<file path="src/rtl/cpu_pkg.sv">
// Shared 8-bit CPU constants: datapath width, sequencer state encoding and the default PC step.
package cpu_pkg;

   localparam int unsigned DATA_W = 8;
   localparam int unsigned ST_W   = 3;

   typedef logic [ST_W-1:0] state_t;

   localparam logic [2:0] ST_IDLE   = 3'd0;
   localparam logic [2:0] ST_FETCH  = 3'd1;
   localparam logic [2:0] ST_LATCH  = 3'd2;
   localparam logic [2:0] ST_EXEC   = 3'd3;
   localparam logic [2:0] ST_UPDATE = 3'd4;
   localparam logic [2:0] ST_HALT   = 3'd5;

   localparam logic [DATA_W-1:0] PC_INC = 8'h01;

endpackage

</file>
<file path="src/rtl/pc_sequencer.sv">
// Program-counter and instruction-fetch sequencer; PC increments and skips go through the
// external Adder_8bit (operands out on add_a/add_b, total back on add_sum).
module pc_sequencer
   import cpu_pkg::*;
#(
   parameter logic [DATA_W-1:0] RESET_PC      = 8'h00,
   parameter logic [DATA_W-1:0] SKIP_INC      = 8'h02,
   parameter int unsigned       FETCH_TIMEOUT = 15
) (
   input  logic              clk,
   input  logic              rst,
   input  logic              start,
   input  logic              mem_ready,
   input  logic              exec_done,
   input  logic              jump,
   input  logic [DATA_W-1:0] jump_addr,
   input  logic              skip_z,
   input  logic              zero_flag,
   input  logic              halt_req,
   input  logic [DATA_W-1:0] add_sum,
   output logic [DATA_W-1:0] add_a,
   output logic [DATA_W-1:0] add_b,
   output logic [DATA_W-1:0] pc,
   output logic              mem_rd,
   output logic              ir_load,
   output logic              busy,
   output logic              halted,
   output logic              fault
);

   state_t            state_q, state_d;
   logic [DATA_W-1:0] pc_q, pc_d;
   logic [DATA_W-1:0] add_b_q, add_b_d;
   logic [7:0]        cnt_q, cnt_d;
   logic              halt_pend_q, halt_pend_d;
   logic              fault_q, fault_d;
   logic              mem_rd_q, mem_rd_d;
   logic              ir_load_q, ir_load_d;
   logic              busy_q, busy_d;
   logic              halted_q, halted_d;

   // State register plus registered outputs, all derived from the next state.
   always_ff @(posedge clk) begin
      if (rst) begin
         state_q     <= ST_IDLE;
         pc_q        <= RESET_PC;
         add_b_q     <= '0;
         cnt_q       <= '0;
         halt_pend_q <= 1'b0;
         fault_q     <= 1'b0;
         mem_rd_q    <= 1'b0;
         ir_load_q   <= 1'b0;
         busy_q      <= 1'b0;
         halted_q    <= 1'b0;
      end else begin
         state_q     <= state_d;
         pc_q        <= pc_d;
         add_b_q     <= add_b_d;
         cnt_q       <= cnt_d;
         halt_pend_q <= halt_pend_d;
         fault_q     <= fault_d;
         mem_rd_q    <= mem_rd_d;
         ir_load_q   <= ir_load_d;
         busy_q      <= busy_d;
         halted_q    <= halted_d;
      end
   end

   always_comb begin
      state_d     = state_q;
      pc_d        = pc_q;
      add_b_d     = '0;
      cnt_d       = cnt_q;
      halt_pend_d = halt_pend_q;
      fault_d     = fault_q;

      case (state_q)
         ST_IDLE: begin
            cnt_d = '0;
            if (start) state_d = ST_FETCH;
         end
         ST_FETCH: begin
            // A ready arriving on the final count still wins over the timeout.
            if (mem_ready) begin
               state_d = ST_LATCH;
               cnt_d   = '0;
            end else if (cnt_q == 8'(FETCH_TIMEOUT - 1)) begin
               state_d = ST_HALT;
               fault_d = 1'b1;
               cnt_d   = '0;
            end else begin
               cnt_d = cnt_q + 8'd1;
            end
         end
         ST_LATCH: state_d = ST_EXEC;
         ST_EXEC: begin
            if (exec_done) begin
               halt_pend_d = halt_req;
               if (jump) begin
                  pc_d    = jump_addr;
                  state_d = halt_req ? ST_HALT : ST_FETCH;
               end else begin
                  add_b_d = (skip_z && zero_flag) ? SKIP_INC : PC_INC;
                  state_d = ST_UPDATE;
               end
            end
         end
         ST_UPDATE: begin
            pc_d    = add_sum;
            state_d = halt_pend_q ? ST_HALT : ST_FETCH;
         end
         ST_HALT: state_d = ST_HALT;
         default: state_d = ST_IDLE;
      endcase

      mem_rd_d  = (state_d == ST_FETCH);
      ir_load_d = (state_d == ST_LATCH);
      busy_d    = (state_d == ST_FETCH) || (state_d == ST_LATCH) ||
                  (state_d == ST_EXEC)  || (state_d == ST_UPDATE);
      halted_d  = (state_d == ST_HALT);
   end

   assign add_a   = pc_q;
   assign add_b   = add_b_q;
   assign pc      = pc_q;
   assign mem_rd  = mem_rd_q;
   assign ir_load = ir_load_q;
   assign busy    = busy_q;
   assign halted  = halted_q;
   assign fault   = fault_q;

endmodule

</file>
<file path="config.mk">
export PLATFORM = sky130hd
export DESIGN_NAME = pc_sequencer
export DESIGN_NICKNAME = d
export VERILOG_FILES = /design/src/rtl/cpu_pkg.sv /design/src/rtl/pc_sequencer.sv
export SDC_FILE = /design/constraint.sdc
export NUM_CORES = 1
export LEC_CHECK = 0
export ABC_AREA = 1
export BUFFER_PORTS_ARGS = -buffer_cell sky130_fd_sc_hd__buf_2
export CAP_MARGIN = 20
export CORE_UTILIZATION = 52
export DETAILED_ROUTE_END_ITERATION = 16
export PLACE_DENSITY = 0.84
export REMOVE_ABC_BUFFERS = 1
export SLEW_MARGIN = 20
export SYNTH_ARGS = -nofsm -noshare
export SYNTH_HDL_FRONTEND = slang
export SYNTH_SLANG_ARGS = --single-unit
export TNS_END_PERCENT = 100
</file>
<file path="constraint.sdc">
create_clock -name clk -period 2.43 [get_ports clk]
set_input_delay 0.486 -clock clk [delete_from_list [all_inputs] [get_ports clk]]
set_output_delay 0.486 -clock clk [all_outputs]
set_load 0.005 [all_outputs]
</file>
==> flow_summary_export.csv <==
group,metric,value,unit
clocking,cts_buffers,3,
clocking,cts_buffer_depth,2,
sta,setup_tns,0,ps
sta,rsz0062_at_grt,"false",
sta,period_needed,1600,ps
yosys,synthCells,212,
clocking,clk_pin_slew,160,ps
floorplanning,die-area,3030,sq um
final_layout,fillers,251,
floorplanning,ios,54,
yosys,synth-main-ff-cell,"dfxtp_1",
routing,antenna_left,0,
min_path,hold_class,"in2reg",
floorplanning,start_util,57.0,%
routing,drt-total-wl,2.87,mm
clocking,cts_hold_buf,0,
setup_path,slowest_stage,"dfxtp_1",
setup_path,crit_arrival,1810,ps
final_layout,syn_to_final_growth,11.9,%
clocking,postCtsSetupRepairBufs,0,
yosys,ys_async_sr_fraction,0,%
sta,setup_violations,0,
final_layout,finish.utilization,63.8,%
yosys,yosysTopAreaCell,"dfxtp_1",
setup_path,crit_type,"reg2reg",
clocking,clk_latency,330,ps
routing,drc,0,
clocking,cts_resized,0,
final_layout,diodes,0,
setup_path,crit_fanout,16,
setup_path,path_delay_family,"compound AO/OA/AOI/OAI gates",
sta,drv_slew,0,
final_layout,fin_nets,277,
global_routing,grt_use_total,21.1,%
clocking,cts_tree,"done",
global_routing,grt-ovfl-total,0,
yosys,synth_area_per_cell,6.91,sq um
setup_path,crit_path_cell_trace,"nor2_4 > nand2_2 > o21ai_1 > o21ai_2 > o21ai_0 > a21oi_1",
yosys,yosysTopAreaCellShare,36.9,%
yosys,ys_top_cells_by_count,"nand2_1 (49), inv_1 (28), dfxtp_1 (27), nor2_1 (20), nand3_1 (17)",
routing,via_per_inst,4.80,
sta,timing_hold_violations_final,0,
yosys,synthTopCellsByArea,"dfxtp_1 (37%), nand2_1 (13%), buf_4 (8.2%)",
clocking,cts_root_buffer,"clkbuf_4",
routing,wl_per_cell,10.3,um
sta,finalCritPeriodShare,65.8,%
place,dpl.hpwl,2.26,mm
setup_path,slowest_delay,440,ps
yosys,yosys_register_bits,27,
final_layout,fin_cells,279,
pwr,ir_drop,311,uV
sta,worstMarginPinSlew,546,ps
clocking,cts_sinks,27,
global_routing,antenna_found_initial,0,
setup_path,worstSetupEndpointType,"flop",
setup_path,startpoint_type,"flop",
place,port_buffers,47,
flow_run,maxCapViolations,0,
place,gp_congestion,0.849,
sta,finClkSkew,8.96,ps
floorplanning,die-height,55.1,um
setup_path,cp.required,2640,ps
yosys,yosysWarningCount,0,
floorplanning,die_x,55.1,um
sta,slew_headroom,63.6,%
clocking,h-tree-depth,1,
sta,max_freq,625,MHz
floorplanning,core.rowCount,18,
pwr,power_density,502,nW/um^2
status,outcome,"finished, final reports clean",
routing,dr.pass1.iters,4,
sta,holdWs,321,ps
global_routing,grt_pass1_vias,1158,
yosys,synth-edff-count,0,
final_layout,drive_gt1_share,23.7,%
global_routing,grt_max_degree,17,
routing,first_iter_violations,21,
pwr,leakage,0.857,nW
routing,via_count,1339,
yosys,yosysMostFrequentCell,"nand2_1",
yosys,synth.distinct_cells,24,
yosys,ys_seq_area_share,36.9,%
yosys,syn-cell-area,1460,sq um
place,dp.cells,275,
global_routing,grt_pass1_wl,4.57,mm
floorplanning,core_area,2570,sq um
setup_path,path_buf_inv,0,
==> power breakdown <==
group	switching [W]	leakage [nW]	internal, W
logic	0.0000894	0.625	0.0000561
clock network	0.000139	0.0139	0.0000630
registers	0.0000150	0.219	0.000459
==> metal layers <==
| layer | wire, um | up-vias | global-route usage [%] |
|---|---|---|---|
| met5 | 0 | - | 0 |
| met4 | 19 | 0 | 8.75 |
| met3 | 92 | 2 | 3.01 |
| met2 | 1420 | 28 | 37.6 |
| met1 | 1340 | 589 | 25.0 |
| li1 | - | 720 | - |
==> area by class of cell <==
class,count,area (sq um),area share [%]
multi-input cells,141,682,41.6
clock inverters,1,7.51,0.458
repair buffers,47,235,14.4
inverters,30,113,6.88
clock buffers,3,22.5,1.38
well taps,30,37.5,2.29
flip-flops and latches,27,541,33.0
==> metrics by stage <==
step	power, W	worst slack [ps]	instance area (sq um)
final	0.000822	830	1640
after global routing	0.000866	630	1640
after CTS	0.000829	837	1640
after detailed placement	0.000630	858	1610
after global placement	0.000626	900	1610
after floorplan	0.000575	1120	1340
==> layout by cell type, fill, tap and decap left out <==
master / Yosys / layout
o21ai_4: 1 / 1
clkbuf_4: 0 / 3
inv_2: 2 / 2
xor2_1: 4 / 4
nor2_1: 20 / 20
nand3_2: 1 / 1
nand2_1: 49 / 49
o21ai_0: 15 / 15
nand2_2: 1 / 1
conb_1: 1 / 6
nor2_4: 1 / 1
nand3_1: 17 / 17
nor3_1: 1 / 1
o21ai_1: 1 / 1
inv_1: 28 / 28
o21ai_2: 1 / 1
ha_1: 2 / 2
a21oi_1: 15 / 15
buf_2: 1 / 47
clkinvlp_4: 0 / 1
and3_1: 1 / 1
nand4_1: 4 / 4
dfxtp_1: 27 / 27
nand2_4: 1 / 1
==> path summary, 6_finish.rpt <==
path                            cells after the start       start  endpoint  slack, ps
worst max register to register                      6  state_q[0]  add_a[0]        830
worst min register to register                      2    add_a[0]  add_a[0]        470
worst min-delay path                                2   zero_flag  add_b[0]        320
worst max-delay path                                6  state_q[0]  add_a[0]        830
==> cells by family after synthesis <==
group | share of synthesized area (%)
compound gates | 12.3
xor+xnor | 2.39
fa+ha+maj | 1.71
buf+inv | 17.8
flops | 36.9
other cells | 0.256
simple gates | 28.6
==> flip-flops by register name (all words and copies together) (netlist names) <==
| name | flops |
|---|---|
| add_a | 8 |
| cnt_q | 8 |
| state_q | 3 |
| add_b | 2 |
| busy | 1 |
| fault | 1 |
| halt_pend_q | 1 |
| halted | 1 |
| ir_load | 1 |
| mem_rd | 1 |
No activity file was read; power rests on OpenSTA's default activity.
